<file path="src/rtl/sprite_pixel_renderer.sv">
// Two-sprite XGA pixel renderer: prefetches each sprite row in h-blank and draws registered RGB + syncs, 2-clock latency.
// Optional sticky sprite-overlap flag compiled in with SPRITE_COLLISION_EN.
module sprite_pixel_renderer #(
  parameter int H_ACTIVE    = 1024,
  parameter int V_ACTIVE    = 768,
  parameter int V_TOTAL     = 806,
  parameter int SCALE_SHIFT = 2
) (
  input  logic         clk,
  input  logic         rst_n,
  input  logic         enable,
  input  logic [10:0]  h_cnt,
  input  logic [9:0]   v_cnt,
  input  logic         visible_in,
  input  logic         hsync_in,
  input  logic         vsync_in,
  input  logic [7:0]   spr0_x,
  input  logic [7:0]   spr0_y,
  input  logic [7:0]   spr1_x,
  input  logic [7:0]   spr1_y,
  input  logic [2:0]   spr0_ctrl,
  input  logic [2:0]   spr1_ctrl,
  input  logic [143:0] spr0_bmp,
  input  logic [143:0] spr1_bmp,
  output logic [5:0]   rgb_out,
  output logic [7:0]   uo_out,
  output logic         collision,
  input  logic         collision_clr
);

  logic [7:0]   spr_x_a [2];
  logic [7:0]   spr_y_a [2];
  logic [2:0]   ctrl_a  [2];
  logic [143:0] bmp_a   [2];

  assign spr_x_a[0] = spr0_x;
  assign spr_x_a[1] = spr1_x;
  assign spr_y_a[0] = spr0_y;
  assign spr_y_a[1] = spr1_y;
  assign ctrl_a[0]  = spr0_ctrl;
  assign ctrl_a[1]  = spr1_ctrl;
  assign bmp_a[0]   = spr0_bmp;
  assign bmp_a[1]   = spr1_bmp;

  logic [31:0] unused_v_active;
  assign unused_v_active = V_ACTIVE;

  logic [9:0] next_v;
  logic [7:0] nly;
  logic       prefetch;

  assign next_v   = (v_cnt == 10'(V_TOTAL - 1)) ? 10'd0 : v_cnt + 10'd1;
  assign nly      = 8'(next_v >> SCALE_SHIFT);
  assign prefetch = enable && (h_cnt == 11'(H_ACTIVE));

  logic [7:0] lx1;
  logic       vis1, hs1, vs1;
  logic [1:0] hit;
  logic [1:0] pal_a [2];

  generate
    for (genvar s = 0; s < 2; s++) begin : g_spr
      logic [8:0]  d, c;
      logic [7:0]  base;
      logic [11:0] raw, raw_rev;
      logic [11:0] row_bits;
      logic [7:0]  row_x;
      logic [1:0]  row_pal;
      logic        row_valid;

      // 9-bit difference: a borrow lands in bit 8 and fails the < 12 test.
      assign d       = {1'b0, nly} - {1'b0, spr_y_a[s]};
      assign base    = 8'(d[3:0]) * 8'd12;
      assign raw     = bmp_a[s][base +: 12];
      assign raw_rev = {<<{raw}};

      always_ff @(posedge clk or negedge rst_n) begin
        if (!rst_n) begin
          row_valid <= 1'b0;
          row_bits  <= '0;
          row_x     <= '0;
          row_pal   <= '0;
        end else if (!enable) begin
          row_valid <= 1'b0;
        end else if (prefetch) begin
          row_valid <= (d < 9'd12);
          if (d < 9'd12) begin
            row_bits <= ctrl_a[s][2] ? raw_rev : raw;
            row_x    <= spr_x_a[s];
            row_pal  <= ctrl_a[s][1:0];
          end
        end
      end

      assign c        = {1'b0, lx1} - {1'b0, row_x};
      assign hit[s]   = row_valid && (c < 9'd12) && row_bits[c[3:0]];
      assign pal_a[s] = row_pal;
    end
  endgenerate

  function automatic logic [5:0] pal_rgb(input logic [1:0] p);
    case (p)
      2'd0:    pal_rgb = 6'b00_00_11;
      2'd1:    pal_rgb = 6'b00_11_00;
      2'd2:    pal_rgb = 6'b11_00_00;
      default: pal_rgb = 6'b11_11_11;
    endcase
  endfunction

  always_ff @(posedge clk or negedge rst_n) begin
    if (!rst_n) begin
      lx1  <= '0;
      vis1 <= 1'b0;
      hs1  <= 1'b0;
      vs1  <= 1'b0;
    end else begin
      lx1  <= 8'(h_cnt >> SCALE_SHIFT);
      vis1 <= visible_in & enable;
      hs1  <= hsync_in & enable;
      vs1  <= vsync_in & enable;
    end
  end

  logic [5:0] rgb_d;
  logic       hs2, vs2;

  always_comb begin
    rgb_d = 6'd0;
    if (vis1) begin
      if (hit[1])      rgb_d = pal_rgb(pal_a[1]);
      else if (hit[0]) rgb_d = pal_rgb(pal_a[0]);
    end
  end

  always_ff @(posedge clk or negedge rst_n) begin
    if (!rst_n) begin
      rgb_out <= '0;
      hs2     <= 1'b0;
      vs2     <= 1'b0;
    end else begin
      rgb_out <= rgb_d;
      hs2     <= hs1;
      vs2     <= vs1;
    end
  end

  // TinyVGA PMOD pin order.
  assign uo_out = {hs2, rgb_out[0], rgb_out[2], rgb_out[4],
                   vs2, rgb_out[1], rgb_out[3], rgb_out[5]};

`ifdef SPRITE_COLLISION_EN
  logic coll_q;
  always_ff @(posedge clk or negedge rst_n) begin
    if (!rst_n)                coll_q <= 1'b0;
    else if (vis1 && (&hit))   coll_q <= 1'b1;
    else if (collision_clr)    coll_q <= 1'b0;
  end
  assign collision = coll_q;
`else
  logic unused_clr;
  assign unused_clr = collision_clr;
  assign collision  = 1'b0;
`endif

endmodule

</file>
<file path="config.mk">
export PLATFORM = sky130hd
export DESIGN_NAME = sprite_pixel_renderer
export DESIGN_NICKNAME = d
export VERILOG_FILES = /design/src/rtl/sprite_pixel_renderer.sv
export SDC_FILE = /design/constraint.sdc
export NUM_CORES = 1
export LEC_CHECK = 0
export BUFFER_PORTS_ARGS = -buffer_cell sky130_fd_sc_hd__buf_2
export CAP_MARGIN = 20
export CORE_UTILIZATION = 35
export CTS_CLUSTER_SIZE = 40
export DETAILED_ROUTE_END_ITERATION = 6
export SLEW_MARGIN = 10
export SYNTH_ARGS = -nofsm -noshare
export SYNTH_HDL_FRONTEND = slang
export SYNTH_SLANG_ARGS = --single-unit
export TNS_END_PERCENT = 5
</file>
<file path="constraint.sdc">
create_clock -name clk -period 4 [get_ports clk]
set_clock_uncertainty 0.05 [all_clocks]
set_input_delay 0.6 -clock clk [delete_from_list [all_inputs] [get_ports clk]]
set_output_delay 0.6 -clock clk [all_outputs]
set_load 0.02 [all_outputs]
</file>
Word-level counts from Yosys, hierarchy flattened

Cells that the tools add are included.

Register bits after elaboration: 65
Bits in latches: 0
Memory bits (writable): 0
Bits in read-only memories: 0
Input port bits: 354
Output and inout port bits: 15
Memories: 0

Add/subtract/negate cells: 5
Multiply operators: 2
Divide/modulo/power cells: 0
Order comparisons: 6
Equal/unequal tests: 7
Shifts and indexed selects: 2
Muxes and demuxes: 16
Bitwise gates (word level): 3
Reductions and logical operators: 9

Operators by type and width:

| cell                  | count |
|---|---|
| $shiftx 144x9->12     | 2 |
| $lt 9x4->1 const B    | 4 |
| $pmux 6 s3            | 2 |
| $sub 8x8->9           | 4 |
| $mux 12               | 2 |
| $mux 6                | 3 |
| $mul 4x2->6 const B   | 2 |
| $eq 11x11->1 const B  | 1 |
| $add 10x1->10 const B | 1 |
| $eq 10x10->1 const B  | 1 |
| $lt 4x5->1 const B    | 2 |
| $mux 10               | 1 |
| $bmux 1 s4            | 2 |
| $mux 1                | 6 |
| $reduce_and 3->1      | 2 |
| $logic_and 1x1->1     | 5 |
| $eq 2x1->1 const B    | 2 |
| $eq 2x2->1 const B    | 2 |
| $logic_not 2->1       | 2 |
| $and 1x1->1           | 3 |
| $ne 2x1->1 const B    | 1 |

Longest topological paths before layout

Word-level depth: 7
Mapped depth: 16
Depth with buffers taken out: 14

Least setup slack after synthesis

OpenSTA, ideal clock, no wires.

Path type: input -> register
From: in v_cnt[3]
To: reg g_spr[1].row_bits[0]
Library setup time: 0.125 ns
Arrival: 3.725 ns
Required time: 3.825 ns
Setup slack: 0.101 ns
Stages: 16
Cell sequence: and4_1 buf_6 and3_1 nand4_1 xor2_1 nor2_1 ha_1 or4b_2 o22ai_1 o21bai_1 nor3_1 a311oi_1 a22o_2 nand4_4 buf_6 mux2_2

Longest elaborated chain between the ends: 6
Elaborated cells between the ends (all ways): 9

RTL lines:

| element                                              | RTL line | RTL |
|---|---|---|
| from (decl)                                          | 13       | `input logic [9:0] v_cnt,` |
| $add 10x1->10 / $eq 10x10->1 (equally long branches) | 52       | `assign next_v = (v_cnt == 10'(V_TOTAL - 1)) ? 10'd0 : v_cnt + 10'd1;` |
| $mux 10 (*)                                          | 52       |  |
| $sub 8x8->9 (*)                                      | 72       | `assign d = {1'b0, nly} - {1'b0, spr_y_a[s]};` |
| $mul 4x2->6                                          | 73       | `assign base = 8'(d[3:0]) * 8'd12;` |
| $shiftx 144x9->12                                    | 74       | `assign raw = bmp_a[s][base +: 12];` |
| $mux 12                                              | 88       | `row_bits <= ctrl_a[s][2] ? raw_rev : raw;` |
| to (signal assigned)                                 | 88       |  |
| to (decl)                                            | 66       | `logic [11:0] row_bits;` |

Mark *: on every way between the ends. The rest lies on a longest branch, timed or not.
A chain may end at the register's enable or synchronous reset.

Final worst setup path

From: in v_cnt[3]
To: reg g_spr[1].row_pal[1]

Longest elaborated chain between the ends: 5
Elaborated cells between the ends (all ways): 6

RTL lines:

| element                                              | RTL line | RTL |
|---|---|---|
| $add 10x1->10 / $eq 10x10->1 (equally long branches) | 52       |  |
| $mux 10 (*)                                          | 52       |  |
| $sub 8x8->9 (*)                                      | 72       |  |
| $lt 9x4->1 (*)                                       | 87       | `if (d < 9'd12) begin` |
| $reduce_and 3->1 (no line) (*)                       | n/a      |  |
| to (signal assigned)                                 | 90       | `row_pal <= ctrl_a[s][1:0];` |
| to (decl)                                            | 68       | `logic [1:0] row_pal;` |

Marked as above.

==> impl_metrics.json <==
{
  "peakVddDrop_mv": 0.1916,
  "dieArea_mm2": 0.02025,
  "diodes": 0,
  "max_slew_margin_pct": 28.05,
  "synth_top_family_by_area": "multiplexers",
  "worst_slew_pin_slew_ns": 1.074,
  "required_ns": 4.16,
  "rows": 50,
  "drtPass1Iterations": 5,
  "crit_type": "input pin to flop",
  "synthTopCellsByCount": "mux4_2 (78), inv_1 (65), dfrtp_1 (62)",
  "synth-edff-count": 0,
  "fin_nets": 1353,
  "endpoint_kind": "flop",
  "layout-drive-gt1-share_pct": 57.07,
  "syn_area_per_cell_um2": 11.64,
  "critPathMaxStageDelay_ns": 0.64,
  "synth.mux.area_fraction_pct": 40.88,
  "die_w_um": 142.3,
  "synth_xor_area_share_pct": 3.542,
  "holdCritPathClass": "input pin to async pin",
  "tns_ns": 0,
  "period_share_pct": 93.86,
  "dp_hpwl_um": 19110,
  "ys_async_sr_fraction_pct": 100.0,
  "synthAdderAreaFrac_pct": 8.409,
  "p_leak_nw": 4.712,
  "synth_top_cell_area_share_pct": 25.50,
  "wl_per_cell_um": 18.16,
  "power.density_mw_per_mm2": 294.2,
  "max_cap_viol_count": 0,
  "die_h_um": 142.3,
  "final_antenna_net_count": 0,
  "start_util_pct": 36.22,
  "clk_pin_slew_worst_paths_ns": 0.05,
  "status": "finished, final reports clean",
  "io_pins": 369,
  "hold_viol": 0,
  "ys_top_cells_by_area": "mux4_2 (25%), dfrtp_1 (23%), mux2i_1 (7.7%), ha_1 (6.9%), mux2_2 (5.6%)",
  "arrival_ns": 3.91,
  "synth_most_common_cell": "mux4_2",
  "via_per_inst": 5.183,
  "synthFlopType": "dfrtp_1",
  "cts_hold_buf": 0,
  "synth.yosys.seq_area_share_pct": 22.52,
  "cts_sinks": 62,
  "grtUsageTotal_pct": 21.71,
  "fp.coreArea_mm2": 0.01902,
  "ctsResizeCount": 0,
  "slew_violations": 0,
  "gp_congestion": 0.8344,
  "syn2layout_area_growth_pct": 36.94,
  "synth_seq_cells": 62,
  "grt_pass1_vias": 6137,
  "cts_tree": "done",
  "grt_max_degree": 46,
  "max_freq_mhz": 266.3,
  "synth.cell_area_mm2": 0.006889,
  "period_minus_slack_ns": 3.754,
  "synth_compound_area_share_pct": 10.59,
  "grt_pass1_wl_um": 33150,
  "rsz0062_at_grt": "false",
  "worstPathMaxFanout": 23,
  "clk_path_buf_depth": 2,
  "syn_nets": 988,
  "drc": 0,
  "cts_made_buffers": 9,
  "yosys.area.top_type": "mux4_2",
  "cts_root_buffer": "clkbuf_16",
  "drt_iter0_markers": 341,
  "antenna_found_initial": 1,
  "vias": 6334,
  "crit_chain": "buf_2 -> and4_1 -> and3_1 -> nand4_1 -> xor2_1 -> nor2_1 -> ha_1 -> or4b_2 -> o22ai_1 -> o21bai_1 -> nor3_1 -> a311oi_1 -> a22o_2 -> nand4_4 -> buf_12 -> mux2_2",
  "yosys.area_share.simple_pct": 6.466,
  "cts_setup_buffers": 0,
  "synth_cells": 592,
  "clk_latency_ns": 0.33,
  "synth.distinct_cells": 67,
  "ctsHtreeMaxLevel": 3,
  "startpoint_type": "input pin",
  "grt-ovfl-total": 0,
  "portBuffers": 366,
  "fin_util_pct": 49.61,
  "cpMaxStageDelayCell": "or4b_2",
  "yosysWarningCount": 0,
  "wirelength_um": 22190,
  "setup_violations": 0
}
[power breakdown]
group | internal (mW) | switching (mW)
clock network | 0.515 | 0.267
registers | 0.635 | 0.00574
logic | 0.733 | 0.620
total | 1.88 | 0.893
[worst paths after layout]
path,start,to,slack (ns),cells after the start
setup / recovery,v_cnt[3],g_spr[1].row_pal[1],0.25,16
max in group asynchronous,rst_n,g_spr[1].row_x[7],2.90,3
hold reg to reg,hs1,hs2,0.30,0
min in group clk,hs1,hs2,0.30,0
setup reg to reg,lx1[0],rgb_out[4],1.34,11
hold / removal,rst_n,g_spr[0].row_x[5],0.18,1
[metrics by stage]
step | setup WS (ns) | hold slack, ns | cell area, um^2 | instances | total power, mW
floorplan | 0.1005 | 0.2544 | 6889 | 592 | 1.554
global placement | -0.05020 | 0.2829 | 9111 | 1205 | 1.987
detailed placement | -0.07672 | 0.2871 | 9111 | 1205 | 2.000
CTS | 0.2589 | 0.2991 | 9414 | 1221 | 2.799
global route | 0.01670 | 0.2147 | 9434 | 1222 | 2.929
finish | 0.2455 | 0.1819 | 9434 | 1222 | 2.776
[final cells by class]
cell class	count	area, um^2
Multi-Input combinational cell	419	4823
Sequential cell	62	1551
Clock inverter	3	42.54
Timing Repair Buffer	400	2187
Tap cell	260	325.3
Fill cell	1812	9584
Clock buffer	13	260.3
Inverter	65	244.0
[worst max-delay path, delay by kind of cell]
| family | cells | cell delay, ns |
|---|---|---|
| XOR/XNOR | 1 | 0.16 |
| AND/OR/NAND/NOR | 7 | 1.51 |
| adder cells (fa/ha/maj) | 1 | 0.28 |
| multiplexers | 1 | 0.28 |
| AO/OA/AOI/OAI | 4 | 0.79 |
| buffers and inverters | 2 | 0.28 |
[state kept, by name (all words and copies together), names as in the netlist, 2 cells and up]
name             count
g_spr.row_bits      24
g_spr.row_x         16
lx1                  8
g_spr.row_pal        4
rgb_out              3
g_spr.row_valid      2
[layer usage]
metal,track usage [%],vias up,part of all wire (%)
li1,-,3003,-
met1,32.19,3059,46
met2,32.04,246,45
met3,4.475,24,7.4
met4,5.320,2,1.2
met5,0,-,0.059
[kinds of logic after synthesis]
group                      after synthesis
AOI/OAI and AO/OA                       97
xor gates and xnor gates                24
adders and majority gates               44
buffers and inverters                  111
DFF                                     62
muxes                                  175
other                                    1
and+or+nand+nor                         78
[cell usage in the layout, fill, tap and decap left out, types with 3 or more instances in the layout]
cell type  Yosys  layout
nand4_1        7       7
clkbuf_16      0       9
nand3_1        7       7
a211oi_1       6       6
o21bai_1       5       5
and2_1         3       3
mux2_4         9       9
o21a_1         6       6
a2bb2oi_1     13      13
o21ai_0        8       8
buf_12         0       8
nor2_1        17      17
dfrtp_1       62      62
nor3_1         7       7
buf_4         13      26
o2111ai_1      5       5
buf_2          7     366
xor2_1         5       5
o22a_1        12      12
inv_1         65      65
a31oi_1        4       4
ha_1          38      36
mux2_2        34      34
mux2i_1       53      53
a21oi_1       14      14
fa_1           4       4
a21o_1         4       4
nand2_1       14      14
mux4_2        78      78
nor2b_1        4       4
xnor2_1       16      16
o22ai_1        5       5
Note: power is estimated with default switching activity, not from simulation.
